<file path="src/rtl/if_prefetch_stage.sv">
// Instruction-fetch prefetch stage: issues word fetches under a credit limit and buffers
// in-order responses in a small FIFO. Redirects flush the FIFO and drop in-flight data.
module if_prefetch_stage #(
    parameter logic [31:0] RESET_ADDR      = 32'h0000_0000,
    parameter int          FIFO_DEPTH      = 4,
    parameter int          MAX_OUTSTANDING = 2
) (
    input  logic        clk_i,
    input  logic        rst_i,
    input  logic        branch_taken_i,
    input  logic [31:0] branch_target_i,
    output logic        instr_req_o,
    output logic [31:0] instr_addr_o,
    input  logic        instr_gnt_i,
    input  logic        instr_rvalid_i,
    input  logic [31:0] instr_rdata_i,
    output logic        if_valid_o,
    output logic [31:0] if_pc_o,
    output logic [31:0] if_instr_o,
    input  logic        id_ready_i
);

    localparam int PTR_W = $clog2(FIFO_DEPTH);
    localparam int CNT_W = $clog2(FIFO_DEPTH + 1);
    localparam int OUT_W = $clog2(MAX_OUTSTANDING + 1);

    localparam logic [31:0] WORD_MASK = 32'hFFFF_FFFC;

    logic [31:0]      fetch_pc_q, fetch_pc_d;
    logic [31:0]      resp_pc_q, resp_pc_d;
    logic [CNT_W-1:0] count_q, count_d;
    logic [PTR_W-1:0] wr_ptr_q, wr_ptr_d;
    logic [PTR_W-1:0] rd_ptr_q, rd_ptr_d;
    logic [OUT_W-1:0] out_q, out_d;
    logic [OUT_W-1:0] discard_q, discard_d;

    logic [31:0] pc_mem    [FIFO_DEPTH];
    logic [31:0] instr_mem [FIFO_DEPTH];

    logic gnt_fire;
    logic push;
    logic pop;

    function automatic logic [PTR_W-1:0] ptr_inc(input logic [PTR_W-1:0] p);
        return (p == PTR_W'(FIFO_DEPTH - 1)) ? '0 : p + PTR_W'(1);
    endfunction

    // Credits count both buffered and in-flight words, so every kept response has a slot.
    assign instr_req_o = !rst_i && !branch_taken_i
                         && (out_q < OUT_W'(MAX_OUTSTANDING))
                         && ((32'(count_q) + 32'(out_q)) < 32'(FIFO_DEPTH));
    assign instr_addr_o = fetch_pc_q;

    assign if_valid_o = (count_q != '0);
    assign if_pc_o    = pc_mem[rd_ptr_q];
    assign if_instr_o = instr_mem[rd_ptr_q];

    always_comb begin
        gnt_fire   = instr_req_o && instr_gnt_i;
        push       = instr_rvalid_i && (discard_q == '0) && !branch_taken_i;
        pop        = if_valid_o && id_ready_i && !branch_taken_i;

        fetch_pc_d = gnt_fire ? fetch_pc_q + 32'd4 : fetch_pc_q;
        resp_pc_d  = push ? resp_pc_q + 32'd4 : resp_pc_q;
        out_d      = out_q + OUT_W'(gnt_fire) - OUT_W'(instr_rvalid_i);
        count_d    = count_q + CNT_W'(push) - CNT_W'(pop);
        wr_ptr_d   = push ? ptr_inc(wr_ptr_q) : wr_ptr_q;
        rd_ptr_d   = pop ? ptr_inc(rd_ptr_q) : rd_ptr_q;
        discard_d  = discard_q;
        if (instr_rvalid_i && (discard_q != '0)) begin
            discard_d = discard_q - OUT_W'(1);
        end

        // Everything still in flight after this cycle belongs to the old stream.
        if (branch_taken_i) begin
            fetch_pc_d = branch_target_i & WORD_MASK;
            resp_pc_d  = branch_target_i & WORD_MASK;
            count_d    = '0;
            wr_ptr_d   = '0;
            rd_ptr_d   = '0;
            discard_d  = out_d;
        end
    end

    always_ff @(posedge clk_i) begin
        if (rst_i) begin
            fetch_pc_q <= RESET_ADDR & WORD_MASK;
            resp_pc_q  <= RESET_ADDR & WORD_MASK;
            count_q    <= '0;
            wr_ptr_q   <= '0;
            rd_ptr_q   <= '0;
            out_q      <= '0;
            discard_q  <= '0;
        end else begin
            fetch_pc_q <= fetch_pc_d;
            resp_pc_q  <= resp_pc_d;
            count_q    <= count_d;
            wr_ptr_q   <= wr_ptr_d;
            rd_ptr_q   <= rd_ptr_d;
            out_q      <= out_d;
            discard_q  <= discard_d;
        end
    end

    always_ff @(posedge clk_i) begin
        if (!rst_i && push) begin
            pc_mem[wr_ptr_q]    <= resp_pc_q;
            instr_mem[wr_ptr_q] <= instr_rdata_i;
        end
    end

endmodule

</file>
<file path="config.mk">
export PLATFORM = sky130hd
export DESIGN_NAME = if_prefetch_stage
export DESIGN_NICKNAME = d
export VERILOG_FILES = /design/src/rtl/if_prefetch_stage.sv
export SDC_FILE = /design/constraint.sdc
export NUM_CORES = 1
export LEC_CHECK = 0
export BUFFER_PORTS_ARGS = -buffer_cell sky130_fd_sc_hd__buf_2
export CAP_MARGIN = 20
export CORE_ASPECT_RATIO = 0.9
export CORE_MARGIN = 5
export CORE_UTILIZATION = 52
export DETAILED_ROUTE_END_ITERATION = 12
export PLACE_DENSITY_LB_ADDON = 0.12
export SLEW_MARGIN = 20
export SYNTH_ARGS = -nofsm -noshare
export SYNTH_HDL_FRONTEND = slang
export SYNTH_SLANG_ARGS = --single-unit
</file>
<file path="constraint.sdc">
create_clock -name clk_i -period 3 [get_ports clk_i]
set_clock_uncertainty 0.05 [all_clocks]
set_input_delay 0.45 -clock clk_i [delete_from_list [all_inputs] [get_ports clk_i]]
set_output_delay 0.45 -clock clk_i [all_outputs]
set_load 0.005 [all_outputs]
</file>
==> results.cfg <==
[detailed_routing]
routed_wl_um = 26500
num_vias = 7599
route.detailed.drc = 0
ant_nets = 0
drtIter0Drc = 510
wl_per_cell_um = 19.5
viasPerCell = 5.58
drt-pass1-iter-count = 5

[die]
die-area_um2 = 28100
fp.dieW_um = 176
start_util_pct = 53.1
pin_count = 168
die_height_um = 160
row_count = 54
core_area_um2 = 24400

[worst_setup_path]
crit_type = register to primary output
reg2reg_from = discard_q[0]
end_kind = primary output
r2r_cells = 12
critPathMaxFanout = 30
crit_path_start_kind = register
reg2reg_to = count_q[2]
crit_required_ns = 2.50
crit_path_end = if_instr_o[29]
cp_data_arrival_time_ns = 2.03
worst-r2r-setup-slack_ns = 0.51

[min_path]
hp-class = input pin to register

[power_and_ir_drop]
finalPower_mw = 9.72
irDropWorstVdd_v = 0.000400
p_per_area_nw_per_um2 = 631
p_leak_nw = 5.32

[place]
gp_congestion = 0.841
port_buffers = 161
place_ws_ns = 0.504
place_area_um2 = 14300
placed_cells = 1300
hpwlAfterDp_um = 17200

[logic_synthesis]
synth.distinct_cells = 56
yosysSeqAreaShare_pct = 68.8
syn-cell-area_um2 = 12900
synth.top_cells.by_area = edfxtp_1 58%, dfxtp_1 11%, mux4_2 11%
avgSynthCellArea_um2 = 15.7
yosysTopAreaCellShare_pct = 57.6
async_flop_share_pct = 0
yosysTopAreaCell = edfxtp_1
synth_seq_cells = 321
yosys_warnings = 0
post-synth-top-count-cell = edfxtp_1
yosys_most_used_dff = edfxtp_1
ys_top_cells_by_count = 248 x edfxtp_1, 73 x dfxtp_1, 62 x mux4_2
syn_inst = 825
synth-edff-count = 248

[finish]
multiInputGateArea_um2 = 3780
num_antenna_cells = 0
fin_nets = 1084
drive_gt1_share_pct = 30.1
design_area_um2 = 15400
seq_area_um2 = 8910
fillers = 1840
final_cells = 1361
syn2layout_area_growth_pct = 18.9

[clock_tree]
clock_tree.buffer_depth = 3
cts_sinks = 321
clk_latency_ns = 0.50
cts_hold_buf = 0
cts_setup_buffers = 0
post_cts_resized = 0
path_clk_slew_ns = 0.06
numCtsBuffers = 34
cts-root-buf = clkbuf_16
htreeDepth = 2
cts_tree = yes

[timing]
setup_viol = 0
finalWorstPathRequiredPeriod_ns = 2.53
setup_slack_ns = 0.472
grt_setup_unrepaired = no
drv_slew = 0
relSlewSlack_pct = 53.8
fin_crit_sh_pct = 84.3
tns_ns = 0
fmax_ghz = 0.396
hold_violations = 0
worstMarginPinSlew_ns = 0.687

[global_route]
grt_pass1_vias = 7567
groute.usage.overall_pct = 18.9
antenna_found_initial = 0
grt_pass1_wl_um = 42200
overflow = 0
grt_max_degree = 68

[outcome]
status = completed

[flow_run]
drv_cap = 0
## area by class of cell
type,count,area share (%)
clock inverters,17,1.15
inverters,16,0.390
multi-input cells,444,24.6
flip-flops and latches,321,57.9
clock buffers,44,6.19
well taps,336,2.73
repair buffers,183,7.04
## layout by cell type (no fill, tap or decap), drive strengths merged, types with 3 or more instances in the layout
cell type | Yosys | routed
edfxtp | 248 | 248
buf | 20 | 183
dfxtp | 73 | 73
mux4 | 62 | 62
nor2 | 50 | 50
nand2 | 50 | 50
clkbuf | 27 | 44
a21oi | 28 | 28
nand4 | 24 | 24
o21ai | 24 | 24
nand3 | 22 | 22
a31oi | 21 | 21
xnor2 | 19 | 19
inv | 16 | 17
xor2 | 16 | 16
a211oi | 15 | 15
ha | 13 | 13
or3 | 12 | 12
nor3 | 12 | 12
clkinv | 0 | 12
and3 | 12 | 12
and2 | 7 | 7
nor4 | 7 | 7
a21boi | 6 | 6
or4 | 5 | 5
a311oi | 4 | 4
and4 | 4 | 4
conb | 1 | 4
bufinv | 0 | 4
o21a | 3 | 3
a41oi | 3 | 3
o311ai | 3 | 3
## layer usage
metal / track usage, % / part of all wire (%) / vias to the layer above
met2: 29.5 / 46 / 249
li1: - / - / 3594
met4: 4.15 / 1.3 / 0
met5: 0 / 0 / -
met3: 4.59 / 7.6 / 31
met1: 27.5 / 45 / 3725
## registers in the layout (all words and copies together) (netlist names), named ones only
register and cells:
resp_pc_q 30, instr_mem 128, pc_mem 120, count_q 3, rd_ptr_q 2, instr_addr_o 30, out_q 2, discard_q 2
wr_ptr_q 2
## per-stage QoR
| step | hold WS [ns] | util [%] |
|---|---|---|
| after floorplan | 0.404 | - |
| after detailed placement | 0.414 | 58.5 |
| after global placement | 0.422 | 58.5 |
| final | 0.119 | 63.1 |
| after CTS | 0.0921 | 63.1 |
| after global routing | 0.0947 | 63.1 |
## power breakdown
part,internal (mW),leakage (nW),total (mW),switching (mW)
Clock,2.58,0.551,4.17,1.59
Combinational,0.238,1.90,0.521,0.283
Sequential,4.91,2.86,5.02,0.115
## worst min-delay path by stage
| stage | start | end | slack, ns | cells after the start |
|---|---|---|---|---|
| after detailed placement | rd_ptr_q[1] | register | 0.41 | 2 |
| after floorplan | rd_ptr_q[1] | register | 0.40 | 2 |
| after CTS | instr_rdata_i[3] | instr_mem[2][3] | 0.09 | 1 |
| final | instr_rdata_i[7] | instr_mem[1][7] | 0.12 | 1 |
| after global placement | rd_ptr_q[1] | register | 0.42 | 2 |
| after global routing | instr_rdata_i[7] | instr_mem[2][7] | 0.09 | 1 |
## critical path: stages, from the launching register on
cell and delay [ns]:
dfxtp_4 0.51, buf_12 0.29, mux4_2 0.56, buf_2 0.15
## logic make-up (layout without fill, tap and decap cells)
family                     Yosys count  in the layout  synth area share [%]
AOI/OAI and AO/OA                  115            115                  5.69
adders and majority gates           14             14                  1.41
other                                1              4                0.0290
DFF                                321            321                  68.8
muxes                               65             65                  11.0
xor gates and xnor gates            35             35                  2.37
and+or+nand+nor                    211            211                  8.59
buffers and inverters               63            260                  2.04
Note: power is estimated with default switching activity, not from simulation.
